**config.mk**
```make
export PLATFORM = sky130hd
export DESIGN_NAME = h14tx_island_scheduler_flat
export DESIGN_NICKNAME = d
export VERILOG_FILES = /design/src/rtl/h14tx_pkg.sv /design/src/rtl/h14tx_island_scheduler_if.sv /design/src/rtl/h14tx_island_scheduler.sv /design/src/flat_wrapper.sv
export SDC_FILE = /design/constraint.sdc
export NUM_CORES = 1
export LEC_CHECK = 0
export ABC_CLOCK_PERIOD_IN_PS = 3350
export CORE_ASPECT_RATIO = 0.5
export CORE_MARGIN = 1
export CORE_UTILIZATION = 51
export DETAILED_ROUTE_END_ITERATION = 12
export PLACE_DENSITY = 0.81
export SKIP_CTS_REPAIR_TIMING = 1
export SLEW_MARGIN = 20
export SYNTH_ARGS = -nofsm -noshare
export SYNTH_HDL_FRONTEND = slang
export SYNTH_SLANG_ARGS = --single-unit
```
**constraint.sdc**
```tcl
create_clock -name clk -period 3.35 [get_ports clk]
set_input_delay 1.005 -clock clk [delete_from_list [all_inputs] [get_ports clk]]
set_output_delay 1.005 -clock clk [all_outputs]
set_load 0.005 [all_outputs]
```
**src/rtl/h14tx_pkg.sv**
```systemverilog
// h14tx_pkg: shared TMDS period encoding for the HDMI 1.4 transmitter.
package h14tx_pkg;
    typedef enum logic [2:0] {
        Control,
        VideoPreamble,
        VideoGuard,
        VideoActive,
        DataIslandPreamble,
        DataIslandGuard,
        DataIslandActive
    } period_t;
endpackage

```
**src/rtl/h14tx_island_scheduler_if.sv**
```systemverilog
// h14tx_island_scheduler_if: raster/packet inputs and period outputs of the island scheduler.
interface h14tx_island_scheduler_if #(
    parameter int BitWidth  = 11,
    parameter int BitHeight = 10
);
    import h14tx_pkg::*;
    logic [BitWidth-1:0]  x;
    logic [BitHeight-1:0] y;
    period_t              video_period;
    logic                 pkt_valid;
    logic                 pkt_ready;
    period_t              period;
    logic [4:0]           word_idx;
    logic                 island;
    modport master (output x, y, video_period, pkt_valid, input pkt_ready, period, word_idx, island);
    modport slave  (input x, y, video_period, pkt_valid, output pkt_ready, period, word_idx, island);
endinterface

```
**src/rtl/h14tx_island_scheduler.sv**
```systemverilog
// h14tx_island_scheduler: places data islands in control slots of the raster.
// H14TX_ISLAND_VBLANK_EN lets islands start at x>=4 on vertical-blanking rows.
module h14tx_island_scheduler
    import h14tx_pkg::*;
#(
    parameter int BitWidth    = 11,
    parameter int BitHeight   = 10,
    parameter int FrameWidth  = 1650,
    parameter int ActiveWidth = 1280,
    parameter int MaxPackets  = 18
) (
    input logic                     clk,
    input logic                     rst_n,
    h14tx_island_scheduler_if.slave sched_io
);
    localparam logic [2:0] S_IDLE = 3'd0, S_PRE = 3'd1, S_LGUARD = 3'd2,
                           S_PKT = 3'd3, S_TGUARD = 3'd4, S_GAP = 3'd5;
    localparam int XW = BitWidth + 1;
    localparam logic [XW-1:0] LIMIT    = XW'(FrameWidth - 12);
    localparam logic [XW-1:0] HB_START = XW'(ActiveWidth + 4);
    localparam logic [XW-1:0] LEN1     = XW'(44);
    localparam logic [XW-1:0] NEXT_PKT = XW'(35);

    logic [2:0]    st_q, st_d, cur;
    logic [4:0]    ph_q, ph_d, cnt_q, cnt_d, wi_q, wi_d;
    period_t       period_q, period_d;
    logic          rdy_q, rdy_d, isl_q, isl_d;
    logic [XW-1:0] xe;
    logic          is_ctrl, thr_ok, start, in_isl, abort, last, more;

    assign xe      = {1'b0, sched_io.x};
    assign is_ctrl = sched_io.video_period == Control;

`ifdef H14TX_ISLAND_VBLANK_EN
    // Active height is learned from rows carrying video; a row is blank only while all-Control so far.
    logic                 row_ctrl_q, row_ctrl_d, row_ok, ctrl_so_far;
    logic [BitHeight-1:0] act_h_q, act_h_d;
    always_comb begin
        row_ok      = (sched_io.x == '0) | row_ctrl_q;
        ctrl_so_far = row_ok & is_ctrl;
        row_ctrl_d  = (xe < XW'(ActiveWidth)) ? ctrl_so_far : row_ctrl_q;
        act_h_d     = (xe == XW'(ActiveWidth - 1) && !ctrl_so_far) ? sched_io.y + 1'b1 : act_h_q;
        thr_ok      = (row_ok && sched_io.y >= act_h_q) ? xe >= XW'(4) : xe >= HB_START;
    end
    always_ff @(posedge clk or negedge rst_n) begin
        if (!rst_n) begin
            row_ctrl_q <= 1'b0;
            act_h_q    <= '1;
        end else begin
            row_ctrl_q <= row_ctrl_d;
            act_h_q    <= act_h_d;
        end
    end
`else
    assign thr_ok = xe >= HB_START;
`endif

    // cur is the state that owns the current column; a start turns IDLE into PRE word 0 at once.
    always_comb begin
        start    = st_q == S_IDLE && is_ctrl && sched_io.pkt_valid && thr_ok && (xe + LEN1 <= LIMIT);
        cur      = start ? S_PRE : st_q;
        in_isl   = cur == S_PRE || cur == S_LGUARD || cur == S_PKT || cur == S_TGUARD;
        abort    = in_isl && !is_ctrl;
        last     = ph_q == (cur == S_PRE ? 5'd7 : cur == S_PKT ? 5'd31 : cur == S_GAP ? 5'd3 : 5'd1);
        more     = sched_io.pkt_valid && cnt_q < 5'(MaxPackets) && (xe + NEXT_PKT <= LIMIT);
        st_d     = abort ? S_IDLE :
                   (!last || cur == S_IDLE) ? cur :
                   cur == S_PRE ? S_LGUARD :
                   cur == S_LGUARD ? S_PKT :
                   cur == S_PKT ? (more ? S_PKT : S_TGUARD) :
                   cur == S_TGUARD ? S_GAP : S_IDLE;
        ph_d     = (abort || last || cur == S_IDLE) ? 5'd0 : ph_q + 5'd1;
        cnt_d    = (abort || cur == S_IDLE) ? 5'd0 : (cur == S_PKT && ph_q == 5'd0) ? cnt_q + 5'd1 : cnt_q;
        period_d = abort ? sched_io.video_period :
                   cur == S_PRE ? DataIslandPreamble :
                   (cur == S_LGUARD || cur == S_TGUARD) ? DataIslandGuard :
                   cur == S_PKT ? DataIslandActive : sched_io.video_period;
        rdy_d    = !abort && cur == S_PKT && ph_q == 5'd0;
        wi_d     = (!abort && cur == S_PKT) ? ph_q : 5'd0;
        isl_d    = in_isl && !abort;
    end

    always_ff @(posedge clk or negedge rst_n) begin
        if (!rst_n) begin
            st_q     <= S_IDLE;
            ph_q     <= 5'd0;
            cnt_q    <= 5'd0;
            period_q <= Control;
            rdy_q    <= 1'b0;
            wi_q     <= 5'd0;
            isl_q    <= 1'b0;
        end else begin
            st_q     <= st_d;
            ph_q     <= ph_d;
            cnt_q    <= cnt_d;
            period_q <= period_d;
            rdy_q    <= rdy_d;
            wi_q     <= wi_d;
            isl_q    <= isl_d;
        end
    end

    assign sched_io.period    = period_q;
    assign sched_io.pkt_ready = rdy_q;
    assign sched_io.word_idx  = wi_q;
    assign sched_io.island    = isl_q;
endmodule

```
**src/flat_wrapper.sv**
```systemverilog
// flat-port wrapper written by rule: the top's interface ports become plain ports
module h14tx_island_scheduler_flat import h14tx_pkg::*;
#(
    parameter int BitWidth    = 11,
    parameter int BitHeight   = 10,
    parameter int FrameWidth  = 1650,
    parameter int ActiveWidth = 1280,
    parameter int MaxPackets  = 18
)
  (clk, rst_n, sched_io_x, sched_io_y, sched_io_video_period, sched_io_pkt_valid, sched_io_pkt_ready, sched_io_period, sched_io_word_idx, sched_io_island);
  h14tx_island_scheduler_if #(.BitWidth(BitWidth), .BitHeight(BitHeight)) sched_io_i ();
  input logic clk;
  input logic rst_n;
  input wire logic [$bits(sched_io_i.x)-1:0] sched_io_x;
  input wire logic [$bits(sched_io_i.y)-1:0] sched_io_y;
  input wire logic [$bits(sched_io_i.video_period)-1:0] sched_io_video_period;
  input wire logic [$bits(sched_io_i.pkt_valid)-1:0] sched_io_pkt_valid;
  output wire logic [$bits(sched_io_i.pkt_ready)-1:0] sched_io_pkt_ready;
  output wire logic [$bits(sched_io_i.period)-1:0] sched_io_period;
  output wire logic [$bits(sched_io_i.word_idx)-1:0] sched_io_word_idx;
  output wire logic [$bits(sched_io_i.island)-1:0] sched_io_island;
  assign sched_io_i.x = sched_io_x;
  assign sched_io_i.y = sched_io_y;
  assign sched_io_i.video_period = sched_io_video_period;
  assign sched_io_i.pkt_valid = sched_io_pkt_valid;
  assign sched_io_pkt_ready = sched_io_i.pkt_ready;
  assign sched_io_period = sched_io_i.period;
  assign sched_io_word_idx = sched_io_i.word_idx;
  assign sched_io_island = sched_io_i.island;
  h14tx_island_scheduler #(.BitWidth(BitWidth), .BitHeight(BitHeight), .FrameWidth(FrameWidth), .ActiveWidth(ActiveWidth), .MaxPackets(MaxPackets)) u_core (.clk(clk), .rst_n(rst_n), .sched_io(sched_io_i));
endmodule
```
==> summary.md <==
| Metric | Value |
|---|---|
| Flops & latches, synth | `23` |
| # DRC | `0` |
| Nets | `298` |
| Peak Freq | `0.305 GHz` |
| Die ar. | `3750 sq um` |
| Yosys warns | `0` |
| Final Setup Violations | `0` |
| Clock Path Buffers | `2` |
| Buf/Inv on CP | `2` |
| Status | `complete, no violations` |
| Most frequent cells in the layout | `buf_4 (34), nor2_1 (24), dfrtp_1 (23)` |
| CP max-delay cell | `or4_1` |
| Depth of the CTS H-tree | `1` |
| Vias | `1778` |
| First-pass GRT wire length | `7850 um` |
| CTS tree | `done` |
| Synth top area share | `0.323` |
| Area leader, netlist | `dfrtp_1` |
| Post-synth top flop | `dfrtp_1` |
| Worst path required time | `3.53 ns` |
| Most area-consuming cells after synthesis | `dfrtp_1 (32%), ha_1 (6.3%), nor2_1 (5.0%), xnor2_1 (3.4%), xor2_1 (3.4%)` |
| TritonCTS Buffers | `3` |
| Critical Path Start Type | `input port` |
| Max-Cap Viols | `0` |
| Number of DRC markers in iteration 0 | `90` |
| Worst Tran Pin Value | `0.458 ns` |
| GRT overflow | `0` |
| # port buffers | `26` |
| Ports | `37` |
| NetSw | `0.229 mW` |
| Post-route ant nets | `0` |
| Vias per inst | `5.75` |
| Crit path max-delay family | `compound AO/OA/AOI/OAI gates` |
| Min-delay worst type | `reg2reg` |
| Clock Skews | `0.00578 ns` |
| Post-synth EDFFs | `0` |
| Setup TNS | `0 ns` |
| Worst-path clk slew | `0.08 ns` |
| Reg power frac | `0.415` |
| Seq/Total Area, Yosys | `0.323` |
| Area delta synth->final | `36.7%` |
| Final Slew Violations | `0` |
| Sw frac | `0.318` |
| Initial DRT Pass Iterations | `5` |
| Placed cell areas | `2310 sq um` |
| Share of layout cells above drive strength 1 | `0.222` |
| Cell Pwr Density | `295 nW/um^2` |
| Sink Count | `23` |
| Core Rows | `14` |
| Worst path max stage delay | `0.49 ns` |
| Clk root buf | `clkbuf_8` |
| Final worst path period share | `0.978` |
| Core area | `3170 sq um` |
| Number of global-route vias before repair | `1661` |
| Leakage power | `1.12 nW` |
| Largest net degree at the start of global routing | `24` |
| Fillers | `218` |
| Final WL | `4820 um` |
| CP Data Arrival Time | `3.46 ns` |
| Netlist Area Pre-Place | `1780 sq um` |
| GP Congestion | `0.898` |
| Final Hold Vio Count | `0` |
| Max_slew headroom | `0.693` |
| Crit path kind | `in2reg` |
| Worst setup EP type | `flip-flop` |
| HPWL after DPL | `3530 um` |
| P_int | `0.491 mW` |
| Comb power frac | `0.343` |
| Syn Nets | `241` |
| Initial antenna violation count | `0` |
| Drt wl/cell | `15.6 um` |
| Post-synth ARST share | `1.00` |
| Leading cell type in the layout, fill and taps excluded | `buf_4` |
| Syn avg cell area | `8.70 sq um` |
| Period minus WS final | `3.28 ns` |
| Worst VDD drop | `0.346 mV` |
| Clock power frac | `0.241` |
| Critical Path, Cell by Cell | `clkdlybuf4s50_1 -> or4_1 -> o31ai_2 -> buf_4 -> a221oi_4 -> nor2_4 -> nor3_1 -> a21o_2 -> o21a_1 -> a221oi_2` |
| Ant. Diodes | `0` |
| Initial core utilization | `0.563` |
| Synth Instances | `205` |
| Hold slack | `0.549 ns` |
| Worst-Skew Late Latency | `0.27 ns` |
| Die W | `85.6 um` |
| Final design area excluding fillers | `2440 sq um` |
| CP Max Fanout | `3` |
| Yosys cell types | `61` |
| Total track usage | `0.271` |
| Die height | `43.8 um` |
==> power by group through the flow <==
stage	clock network, mW	registers [mW]	logic, mW
6_report	0.174	0.299	0.248
5_1_grt	0.187	0.301	0.266
4_1_cts	0.175	0.297	0.227
3_5_place_dp	0	0.302	0.226
3_3_place_gp	0	0.302	0.218
2_1_floorplan	0	0.299	0.131
==> synth_stat cells, drive strengths merged, types with 3 or more instances <==
cell type,count
inv,11
o211ai,3
and3,6
nand2b,3
nand3,5
xnor2,7
nor3,10
mux2i,3
clkbuf,8
ha,9
xor2,7
a21oi,6
a21o,3
nor2,25
nand2,10
dfrtp,23
o21ai,11
or3,3
and2,3
nor2b,3
o21bai,3
a221oi,4
==> sequential cells by signal, indices dropped and copies added (netlist names) <==
| name | cells |
|---|---|
| u_core.ph_q | 5 |
| u_core.st_q | 3 |
| u_core.sched_io.pkt_ready | 1 |
| u_core.sched_io.period | 3 |
| u_core.sched_io.word_idx | 5 |
| u_core.sched_io.island | 1 |
| u_core.cnt_q | 5 |
==> metrics by stage <==
stage / total power, mW / cells / util / worst slack [ns]
5_1_grt: 0.754 / 309 / 0.770 / -0.00583
2_1_floorplan: 0.430 / 205 / - / 0.243
6_report: 0.721 / 309 / 0.770 / 0.0725
3_5_place_dp: 0.529 / 303 / 0.730 / -0.432
3_3_place_gp: 0.520 / 303 / 0.730 / -0.379
4_1_cts: 0.699 / 307 / 0.744 / -0.155
==> layer usage <==
metal  GRT usage  wire [um]
met1       0.339       2150
met2       0.499       2380
met3      0.0362        220
met4      0.0900         67
met5           0          0
==> path summary, 6_finish.rpt <==
path | cells after the start | to | from | slack, ns
max in group asynchronous | 2 | u_core.sched_io.word_idx[4] | rst_n | 2.04
min reg2reg | 1 | u_core.ph_q[0] | u_core.ph_q[0] | 0.55
max | 10 | u_core.st_q[2] | sched_io_x[5] | 0.07
max reg2reg | 8 | u_core.st_q[2] | u_core.st_q[1] | 0.60
min | 1 | u_core.ph_q[0] | u_core.ph_q[0] | 0.55
min in group asynchronous | 2 | u_core.cnt_q[3] | rst_n | 1.08
==> cell families after synthesis <==
group                      synth area share
adders and majority gates            0.0631
AOI/OAI and AO/OA                     0.239
DFF                                   0.323
and+or+nand+nor                       0.245
buffers and inverters                0.0442
xor gates and xnor gates             0.0687
muxes                                0.0168
==> area by class of cell <==
class / instances / area, sq um / area share
clock buffer: 4 / 45.0 / 0.0185
inverter: 11 / 41.3 / 0.0169
multi-input combinational: 162 / 1180 / 0.483
sequential: 23 / 576 / 0.236
tap: 48 / 60.1 / 0.0246
timing repair buffer: 61 / 539 / 0.221
==> worst register-to-register path: cells and delay by family, from the launching register on <==
family / cells / cell delay [ns]
AOI/OAI and AO/OA: 4 / 0.90
DFF: 1 / 0.48
muxes: 1 / 0.30
and+or+nand+nor: 3 / 0.99
(Power assumes the default switching activity.)
